`config.mk`:
```
export PLATFORM = sky130hd
export DESIGN_NAME = rf_mcu_to_node_packetizer
export DESIGN_NICKNAME = d
export VERILOG_FILES = /design/src/rtl/rf_mcu_to_node_packetizer.sv
export SDC_FILE = /design/constraint.sdc
export NUM_CORES = 2
export LEC_CHECK = 0
export CORE_AREA = 2 2 676 678
export DETAILED_ROUTE_END_ITERATION = 12
export DIE_AREA = 0 0 678 680
export GPL_TIMING_DRIVEN = 0
export REMOVE_ABC_BUFFERS = 1
export SLEW_MARGIN = 15
export SYNTH_ARGS = -nofsm -noshare
export SYNTH_HDL_FRONTEND = slang
export SYNTH_HIERARCHICAL = 1
export SYNTH_SLANG_ARGS = --single-unit
```
`constraint.sdc`:
```
create_clock -name internal_clk -period 5.4 [get_ports internal_clk]
set_input_delay 0.81 -clock internal_clk [delete_from_list [all_inputs] [get_ports internal_clk]]
set_output_delay 0.81 -clock internal_clk [all_outputs]
set_load 0.01 [all_outputs]
```
`src/rtl/rf_mcu_to_node_packetizer.sv`:
```
// rf_mcu_to_node_packetizer: buffers MCU UART bytes and emits HEADER/len/payload frames to the node UART.
// Latency: header strobe 1 cycle after the write reaching MAX_PACKET, or IDLE_TIMEOUT+1 cycles after the last write.
// Backpressure: one byte per node-UART busy cycle; writes into a full FIFO are dropped with an overflow pulse.

// Show-ahead FIFO: dout is the current head, pop consumes it; push into a full FIFO is ignored.
module rf_mcu_to_node_packetizer_fifo #(
  parameter int WIDTH = 8,
  parameter int DEPTH = 512
) (
  input  logic                   clk,
  input  logic                   rst,
  input  logic                   push,
  input  logic                   pop,
  input  logic [WIDTH-1:0]       din,
  output logic [WIDTH-1:0]       dout,
  output logic [$clog2(DEPTH):0] count,
  output logic                   full,
  output logic                   empty
);
  localparam int AW = $clog2(DEPTH);
  localparam logic [AW:0] FULL_CNT = DEPTH[AW:0];

  logic [WIDTH-1:0] mem [DEPTH];
  logic [AW-1:0]    wr_ptr;
  logic [AW-1:0]    rd_ptr;
  logic             do_push;
  logic             do_pop;

  assign full    = (count == FULL_CNT);
  assign empty   = (count == '0);
  assign do_push = push & ~full;
  assign do_pop  = pop & ~empty;
  assign dout    = mem[rd_ptr];

  // Storage array; contents need no reset since count gates every read.
  always_ff @(posedge clk) begin
    if (do_push) mem[wr_ptr] <= din;
  end

  // Pointers wrap naturally at the power-of-two depth; simultaneous push/pop leaves count unchanged.
  always_ff @(posedge clk or posedge rst) begin
    if (rst) begin
      wr_ptr <= '0;
      rd_ptr <= '0;
      count  <= '0;
    end else begin
      if (do_push) wr_ptr <= wr_ptr + AW'(1);
      if (do_pop)  rd_ptr <= rd_ptr + AW'(1);
      case ({do_push, do_pop})
        2'b10:   count <= count + (AW+1)'(1);
        2'b01:   count <= count - (AW+1)'(1);
        default: count <= count;
      endcase
    end
  end
endmodule

module rf_mcu_to_node_packetizer #(
  parameter int                    DATA_WIDTH   = 8,
  parameter int                    FIFO_DEPTH   = 512,
  parameter int                    IDLE_TIMEOUT = 2000,
  parameter int                    MAX_PACKET   = 58,
  parameter logic [DATA_WIDTH-1:0] HEADER_BYTE  = 8'hFF
) (
  input  logic                  internal_clk,
  input  logic                  rst,
  input  logic                  M0_sync,
  input  logic                  M1_sync,
  input  logic                  RX_flag_mcu,
  input  logic [DATA_WIDTH-1:0] data_from_uart_mcu,
  input  logic                  TX_use_node,
  output logic                  TX_flag_node,
  output logic [DATA_WIDTH-1:0] data_to_uart_node,
  output logic                  AUX,
  output logic                  overflow
);
  localparam int CW = $clog2(FIFO_DEPTH) + 1;
  localparam int IW = $clog2(IDLE_TIMEOUT + 1);
  localparam logic [CW-1:0] MAX_CNT  = CW'(MAX_PACKET);
  localparam logic [IW-1:0] IDLE_MAX = IW'(IDLE_TIMEOUT);

  typedef enum logic [2:0] {
    S_IDLE,
    S_COLLECT,
    S_SEND,
    S_WAIT_BUSY,
    S_WAIT_DONE
  } state_t;

  state_t                state;
  logic                  rx_prev;
  logic                  wr;
  logic                  pop;
  logic                  fifo_full;
  logic                  fifo_empty;
  logic [DATA_WIDTH-1:0] fifo_head;
  logic [CW-1:0]         count;
  logic [IW-1:0]         idle_cnt;
  logic [7:0]            len;
  logic [7:0]            len_next;
  logic [8:0]            idx;
  logic                  mode_tx;
  logic                  start_frame;

  // A write is the rising edge of the MCU receive flag, so a held-high flag stores one byte.
  assign wr = RX_flag_mcu & ~rx_prev;

  // Payload bytes leave the FIFO only while their own strobe is on the wire (index 2 onward).
  assign pop = (state == S_SEND) && (idx >= 9'd2);

  assign mode_tx     = ~M1_sync & ~M0_sync;
  assign len_next    = (count >= MAX_CNT) ? 8'(MAX_PACKET) : 8'(count);
  assign start_frame = mode_tx && ((count >= MAX_CNT) || ((idle_cnt == IDLE_MAX) && !fifo_empty));

  rf_mcu_to_node_packetizer_fifo #(
    .WIDTH (DATA_WIDTH),
    .DEPTH (FIFO_DEPTH)
  ) u_fifo (
    .clk   (internal_clk),
    .rst   (rst),
    .push  (wr),
    .pop   (pop),
    .din   (data_from_uart_mcu),
    .dout  (fifo_head),
    .count (count),
    .full  (fifo_full),
    .empty (fifo_empty)
  );

  // Previous value of the receive flag for edge detection.
  always_ff @(posedge internal_clk or posedge rst) begin
    if (rst) rx_prev <= 1'b0;
    else     rx_prev <= RX_flag_mcu;
  end

  // Flag a dropped byte for one cycle when a write hits a full FIFO.
  always_ff @(posedge internal_clk or posedge rst) begin
    if (rst) overflow <= 1'b0;
    else     overflow <= wr & fifo_full;
  end

  // Inter-byte idle timer: restarts on each stored byte, parked at zero in IDLE, saturates at the timeout.
  always_ff @(posedge internal_clk or posedge rst) begin
    if (rst) begin
      idle_cnt <= '0;
    end else if ((wr && !fifo_full) || (state == S_IDLE)) begin
      idle_cnt <= '0;
    end else if (idle_cnt != IDLE_MAX) begin
      idle_cnt <= idle_cnt + IW'(1);
    end
  end

  // Framing FSM; the strobe and byte are loaded on entry to SEND so both are valid during SEND.
  always_ff @(posedge internal_clk or posedge rst) begin
    if (rst) begin
      state             <= S_IDLE;
      idx               <= '0;
      len               <= '0;
      TX_flag_node      <= 1'b0;
      data_to_uart_node <= '0;
      AUX               <= 1'b1;
    end else begin
      TX_flag_node <= 1'b0;
      AUX          <= (state == S_IDLE) && fifo_empty;
      case (state)
        S_IDLE: begin
          // A byte pushed in the same cycle the last frame finished must not be stranded.
          if (wr || !fifo_empty) state <= S_COLLECT;
        end
        S_COLLECT: begin
          if (start_frame) begin
            state             <= S_SEND;
            len               <= len_next;
            idx               <= '0;
            TX_flag_node      <= 1'b1;
            data_to_uart_node <= HEADER_BYTE;
          end
        end
        S_SEND: begin
          state <= S_WAIT_BUSY;
        end
        S_WAIT_BUSY: begin
          if (TX_use_node) state <= S_WAIT_DONE;
        end
        S_WAIT_DONE: begin
          if (!TX_use_node) begin
            if (idx == ({1'b0, len} + 9'd1)) begin
              state <= fifo_empty ? S_IDLE : S_COLLECT;
            end else begin
              state             <= S_SEND;
              idx               <= idx + 9'd1;
              TX_flag_node      <= 1'b1;
              data_to_uart_node <= (idx == 9'd0) ? DATA_WIDTH'(len) : fifo_head;
            end
          end
        end
        default: state <= S_IDLE;
      endcase
    end
  end
endmodule
```
# Word level (Yosys, flattened, before mapping)
# Memories as Yosys holds them, arrays and structs flattened.
# Cells that the tools add are included.
[classes] n_addsub=7 n_lt_le_gt_ge=2 n_eq_ne=15 muxes=26 bitwise_logic=10 n_reduce_logical=19
[ops] op="2-to-1 mux 8 bit" n=5
[ops] op="adder 9 x 1 -> 9 bit, second input constant" n=3
[ops] op="2-to-1 mux 9 bit" n=3
[ops] op="2-to-1 mux 11 bit" n=2
[ops] op="one-hot mux 10 bit (2 select lines)" n=1
[ops] op="one-hot mux 9 bit (2 select lines)" n=1
[ops] op="one-hot mux 8 bit (2 select lines)" n=1
[ops] op="one-hot mux 3 bit (5 select lines)" n=1
[ops] op="2-to-1 mux 3 bit" n=4
[ops] op="adder 11 x 1 -> 11 bit, second input constant" n=1
[ops] op="== test 11 bit, second input constant" n=1
[ops] op="inequality test 11 bit, second input constant" n=1
[ops] op="adder 10 x 1 -> 10 bit, second input constant" n=1
[ops] op="== test 10 bit, second input constant" n=1
[ops] op="greater-or-equal comparator 10 x 6 -> 1 bit, second input constant" n=1
[ops] op="zero test 10 bit" n=1
[ops] op="subtractor 10 x 1 -> 10 bit, second input constant" n=1
[ops] op="adder 8 x 1 -> 9 bit, second input constant" n=1
[ops] op="== test 9 bit" n=1
[ops] op="greater-or-equal comparator 9 x 2 -> 1 bit, second input constant" n=1
[ops] op="zero test 9 bit" n=1
[ops] op="inequality test 2 bit, second input constant" n=4
[ops] op="AND reduction 4 bit" n=2
[ops] op="== test 3 x 2 -> 1 bit, second input constant" n=2
[ops] op="16 further kinds" n=38
[totals] regBits=71 ramBits=4096 in_bits=14 output_inout_bits=11 word_cells=92 n_memories=1
[mem_list] memory="u_fifo.mem" words=512 width=8 rd=1 rd_ports_with_merged_regs=0 wr=1 line="23" source="logic [WIDTH-1:0] mem [DEPTH];"

# Longest topological paths before layout
[depth] ltp_word=7 depth_mapped=15 mapped_depth_nobuf=15

# Hierarchy
# Netlist, hierarchy kept.
[by_module_without_submodules] mod="rf_mcu_to_node_packetizer_fifo" n_inst=1 cells_each=7617 area_per_inst_um2=160202.4 seq_area_each_um2=123698.6
[by_module_without_submodules] mod="rf_mcu_to_node_packetizer" n_inst=1 cells_each=270 area_per_inst_um2=2596.2 seq_area_each_um2=1077.3

# Least setup slack after synthesis
# OpenSTA, ideal clock, no wires.
[synth_path] kind="flip-flop to flip-flop" start="register idx[6]" end="register u_fifo.count[8]" setup_time_ps=116 arrival_time_ps=3355 required_ps=5284 path_slack_ps=1930 stages_incl_launch_ff=15 path_buffers=1 synth_period_minus_slack_ps=3470 path_cell_list="dfrtp_1 -> buf_2 -> or4_1 -> nor4_1 -> a211oi_1 -> o21ai_0 -> inv_1 -> ha_1 -> fa_1 -> a21o_1 -> a21oi_1 -> o21bai_1 -> a21oi_1 -> o21bai_1 -> o311ai_0"
[synth_via] elab_chain_len=5 elab_cells_between_ends=7 cone_classes="1 x order compare; 2 x eq/ne; 1 x mux; 1 x bitwise; 2 x reduce/logical"
[synth_lines] item="from (decl)" line="101" source="logic [8:0] idx;"
[synth_lines] item="from (signal assigned)" line="191" source="idx <= idx + 9'd1;"
[synth_lines] item="greater-or-equal comparator 9 x 2 -> 1 bit (*)" line="109" source="assign pop = (state == S_SEND) && (idx >= 9'd2);"
[synth_lines] item="logical AND 1 bit (*)" line="109"
[synth_lines] item="net pop" line="93" source="logic pop;"
[synth_lines] item="AND 1 bit (*)" line="32" source="assign do_pop = pop & ~empty;"
[synth_lines] item="net u_fifo.do_pop" line="27" source="logic do_pop;"
[synth_lines] item="== test 2 x 1 -> 1 bit or == test 2 bit (tied branches)" line="49" source="case ({do_push, do_pop})"
[synth_lines] item="one-hot mux 10 bit (2 select lines) or nonzero test 2 bit (tied branches)"
[synth_lines] item="to (signal assigned)" line="50" source="2'b10: count <= count + (AW+1)'(1);"
[synth_lines] item="to (signal assigned)" line="51" source="2'b01: count <= count - (AW+1)'(1);"
[synth_lines] item="to (signal assigned)" line="52" source="default: count <= count;"
[synth_lines] item="to (decl)" line="16" source="output logic [$clog2(DEPTH):0] count,"
# Mark *: on every way through the listed nets, which the timed path passes. The rest lies on a longest branch.
# A chain may end at the register's enable or synchronous reset.

# Final worst setup path
[layout_path] start="register u_fifo.rd_ptr[1]" end="register data_to_uart_node[3]"
[layout_via] elab_chain_len=5
[layout_lines] item="from (decl)" line="25" source="logic [AW-1:0] rd_ptr;"
[layout_lines] item="from (signal assigned)" line="48" source="if (do_pop) rd_ptr <= rd_ptr + AW'(1);"
[layout_lines] item="memory (512 x 8 bit)"
[layout_lines] item="net fifo_head[3]" line="96" source="logic [DATA_WIDTH-1:0] fifo_head;"
[layout_lines] item="2-to-1 mux 8 bit" line="193" source="data_to_uart_node <= (idx == 9'd0) ? DATA_WIDTH'(len) : fifo_head;"
[layout_lines] item="2-to-1 mux 8 bit" line="187" source="if (idx == ({1'b0, len} + 9'd1)) begin"
[layout_lines] item="2-to-1 mux 8 bit" line="186" source="if (!TX_use_node) begin"
[layout_lines] item="one-hot mux 8 bit (2 select lines)" line="165" source="case (state)"
[layout_lines] item="to (signal assigned)" line="193"
[layout_lines] item="to (decl)" line="73" source="output logic [DATA_WIDTH-1:0] data_to_uart_node,"
# The timed path passes the listed nets, and every way through them passes these cells. The select of a mux whose other input is x is not followed.

==> results.sh <==
export IMPL_run_status="complete, but fails checks"
export IMPL_failed_checks="negative setup slack"
export IMPL_firstDrtPassIters=6
export IMPL_slowest_delay_ns=0.71
export IMPL_drc=0
export IMPL_rsz0062_at_grt="no"
export IMPL_root_buffer="clkbuf_16"
export IMPL_clock_sinks=4167
export IMPL_yosysSeqAreaShare_pct=76.6
export IMPL_cp_slowest_cell="or4_1"
export IMPL_final_hold_violation_count=0
export IMPL_coreArea_um2=454000
export IMPL_maxSlewHeadroom_pct=4.57
export IMPL_grt_pass1_vias=82204
export IMPL_dieArea_um2=461000
export IMPL_avgSynthCellArea_um2=20.6
export IMPL_required_ns=6.21
export IMPL_drt_initial_drc_count=11825
export IMPL_ant_nets=0
export IMPL_hp_class="input pin to asynchronous set/reset pin"
export IMPL_path_max_fanout=43
export IMPL_grt_max_degree=135
export IMPL_p_per_area_nw_per_um2=466
export IMPL_p_leak_uw=0.0571
export IMPL_final_area_um2=186000
export IMPL_track_usage_pct=19.4
export IMPL_num_vias=83261
export IMPL_grt_pass1_wl_um=641000
export IMPL_postCtsHoldBufs=0
export IMPL_core_rowCount=248
export IMPL_final_nets=8076
export IMPL_synth_xor_area_share_pct=0.221
export IMPL_cap_viol_max_count=0
export IMPL_worstSetupPathType="flip-flop to flip-flop"
export IMPL_worst_slew_pin_transition_ns=1.43
export IMPL_period_needed_ns=5.48
export IMPL_slew_violations=0
export IMPL_placedInstanceArea_um2=173000
export IMPL_htreeDepth=5
export IMPL_rrSetupSlack_ns=-0.08
export IMPL_synthAdderAreaFrac_pct=0.166
export IMPL_ys_warn_count=6
export IMPL_synth_area_um2=163000
export IMPL_cts_tree="done"
export IMPL_final_setup_viol_count=2
export IMPL_synthFlopType="edfxtp_1"
export IMPL_ys_seq_elements=4167
export IMPL_timing_final_ws_setup_ns=-0.0786
export IMPL_muxShareOfSynthArea_pct=14.9
export IMPL_dieWidth_um=678
export IMPL_wl_per_cell_um=32.0
export IMPL_hold_ws_ns=0.192
export IMPL_dpl_hpwl_um=290000
export IMPL_insertion_delay_ns=1.00
export IMPL_final_util_pct=41.0
export IMPL_io_pins=25
export IMPL_syn_to_final_growth_pct=14.5
export IMPL_reg2reg_to="data_to_uart_node[3]"
export IMPL_fmax_mhz=183
export IMPL_clock_skew_ns=0.0570
export IMPL_min_period_over_period_pct=101
export IMPL_place_ws_ns=-1.98
export IMPL_synthArstFlopShare_pct=1.70
export IMPL_grt_overflow=0
export IMPL_synth_top_family_by_area="multiplexers"
export IMPL_layout_drive_gt1_share_pct=23.0
export IMPL_cp_arrival_ns=6.29
export IMPL_ir_worst_vdd_uv=335
export IMPL_ctsLongestPathBuffers=4
export IMPL_port_buffers=24
export IMPL_die_y_um=680
export IMPL_r2r_cells=13
export IMPL_path_cells="buf_16 -> buf_16 -> buf_16 -> buf_16 -> buf_16 -> mux4_2 -> mux2i_1 -> o22ai_1 -> or4_1 -> nor2_2 -> a31oi_2 -> mux2i_1 -> mux2i_1"
export IMPL_end_kind="flip-flop"
export IMPL_start_util_pct=35.8
export IMPL_gp_congestion=0.810
export IMPL_synth_compound_area_share_pct=2.70
export IMPL_r2r_start="u_fifo/rd_ptr[1]"
export IMPL_yosys_area_share_simple_pct=3.70
export IMPL_synth_edf_count=4096
export IMPL_antenna_found_initial=30
export IMPL_numCtsBuffers=406
export IMPL_avgViaCountPerCell=5.79
export IMPL_startpoint_type="flip-flop"
export IMPL_wirelength_um=461000
export IMPL_crit_top_cell="buf_16"
export IMPL_syn_inst=7887
export IMPL_totalNegativeSetupSlack_ns=-0.140
export IMPL_clk_pin_slew_worst_paths_ns=0.07
export IMPL_synth_cell_types=95
==> power by group <==
| part | switching (uW) | internal, uW | total, uW |
|---|---|---|---|
| registers | 418 | 35700 | 36200 |
| clock network | 12200 | 15500 | 27700 |
| logic | 13100 | 9960 | 23000 |
==> how the worst max path moves through the flow <==
| stage | startpoint | end | slack (ns) | depth (start not counted) |
|---|---|---|---|---|
| 6_report | u_fifo/rd_ptr[1] | data_to_uart_node[3] | -0.08 | 13 |
| 5_1_grt | u_fifo/rd_ptr[0] | data_to_uart_node[7] | 0.02 | 14 |
| 2_1_floorplan | u_fifo/rd_ptr[0] | data_to_uart_node[2] | -41.06 | 9 |
| 3_5_place_dp | u_fifo/rd_ptr[0] | data_to_uart_node[7] | -1.98 | 14 |
| 4_1_cts | u_fifo/rd_ptr[0] | data_to_uart_node[7] | -0.07 | 14 |
| 3_3_place_gp | u_fifo/rd_ptr[0] | data_to_uart_node[2] | -89.16 | 8 |
==> logic make-up after synthesis <==
logic type               count (synthesis)
XOR/XNOR                                41
flip-flops                            4167
buffers and inverters                  512
AO/OA/AOI/OAI                          620
AND/OR/NAND/NOR                       1307
adder cells (fa/ha/maj)                 21
multiplexers                          1219
==> state kept, by name, summed over array words and instances, names as in the netlist, 3 cells and up <==
register and cells:
u_fifo/mem 4096, idle_cnt 11, u_fifo/count 10, idx 9, u_fifo/rd_ptr 9, u_fifo/wr_ptr 9
data_to_uart_node 8, len 8, state 3
==> area by class of cell <==
class,instances,area [um2]
Inverter,27,121
Clock buffer,498,10600
Clock inverter,244,2280
Multi-Input combinational cell,3208,36100
Sequential cell,4167,125000
Antenna cell,15,37.5
Timing Repair Buffer,231,5020
Tap cell,6000,7510
Fill cell,39254,268000
==> metal layers <==
layer,global-route usage (%),vias up,share of wire [%]
met1,26.4,44829,39
met4,6.22,0,3.5
met2,31.6,4592,48
li1,-,33143,-
met5,0,-,0
met3,3.69,697,10
==> worst max-delay path, delay by kind of cell (launching register included) <==
| kind | cells | cell delay (ns) |
|---|---|---|
| buf+inv | 5 | 1.30 |
| simple gates | 2 | 1.22 |
| flops | 1 | 0.47 |
| mux | 4 | 1.38 |
| compound gates | 2 | 0.78 |
==> metrics by stage <==
| step | power, uW | std cells |
|---|---|---|
| 3_3_place_gp | 50900 | 13426 |
| 4_1_cts | 87000 | 14363 |
| 3_5_place_dp | 58800 | 13599 |
| 2_1_floorplan | 46500 | 7402 |
| 6_report | 86900 | 14390 |
| 5_1_grt | 89300 | 14377 |
==> cell usage after synthesis, types with 26 or more instances <==
master | instances | share of area [%]
nand4_1 | 64 | 0.25
nor2b_1 | 32 | 0.12
nor3_1 | 29 | 0.089
buf_4 | 71 | 0.33
buf_2 | 155 | 0.48
o22ai_1 | 61 | 0.23
a21oi_1 | 103 | 0.32
o21ai_0 | 47 | 0.14
a31oi_1 | 40 | 0.15
xnor2_1 | 26 | 0.14
a211oi_1 | 37 | 0.17
mux4_2 | 957 | 13
and3_1 | 52 | 0.20
buf_6 | 38 | 0.26
nand3_1 | 144 | 0.44
nor2_1 | 616 | 1.4
edfxtp_1 | 4096 | 76
nand2_1 | 234 | 0.54
buf_1 | 28 | 0.065
clkbuf_1 | 188 | 0.43
mux2_2 | 53 | 0.37
a221oi_1 | 46 | 0.25
a22oi_1 | 136 | 0.63
dfrtp_1 | 70 | 1.1
mux2i_1 | 208 | 1.3
==> placed cells by master, fill, tap and decap left out, drive strengths merged, types with 25 or more instances in the layout <==
cell type / synthesis / layout
xnor2: 26 / 26
a22oi: 136 / 136
nor2b: 32 / 32
clkbuf: 189 / 506
nor3: 34 / 34
mux2i: 208 / 208
a31oi: 40 / 40
a21oi: 104 / 104
nor4: 26 / 26
a211oi: 37 / 37
mux2: 54 / 54
nand3: 144 / 144
a221oi: 46 / 46
nor2: 618 / 618
bufinv: 0 / 32
dfrtp: 70 / 70
nand4: 65 / 65
o22ai: 61 / 61
and3: 52 / 52
buf: 296 / 198
mux4: 957 / 957
edfxtp: 4096 / 4096
nand2: 234 / 234
inv: 27 / 47
o21ai: 48 / 48
a22o: 25 / 25
clkinv: 0 / 185
==> repair_timing <==
item,4_1_cts,5_1_grt
gates resized for setup,65,11
pin swaps,9,6
setup buffers,13,4
cloned,9,8
endpoints found under the setup margin,8,7
(Power assumes the default switching activity.)
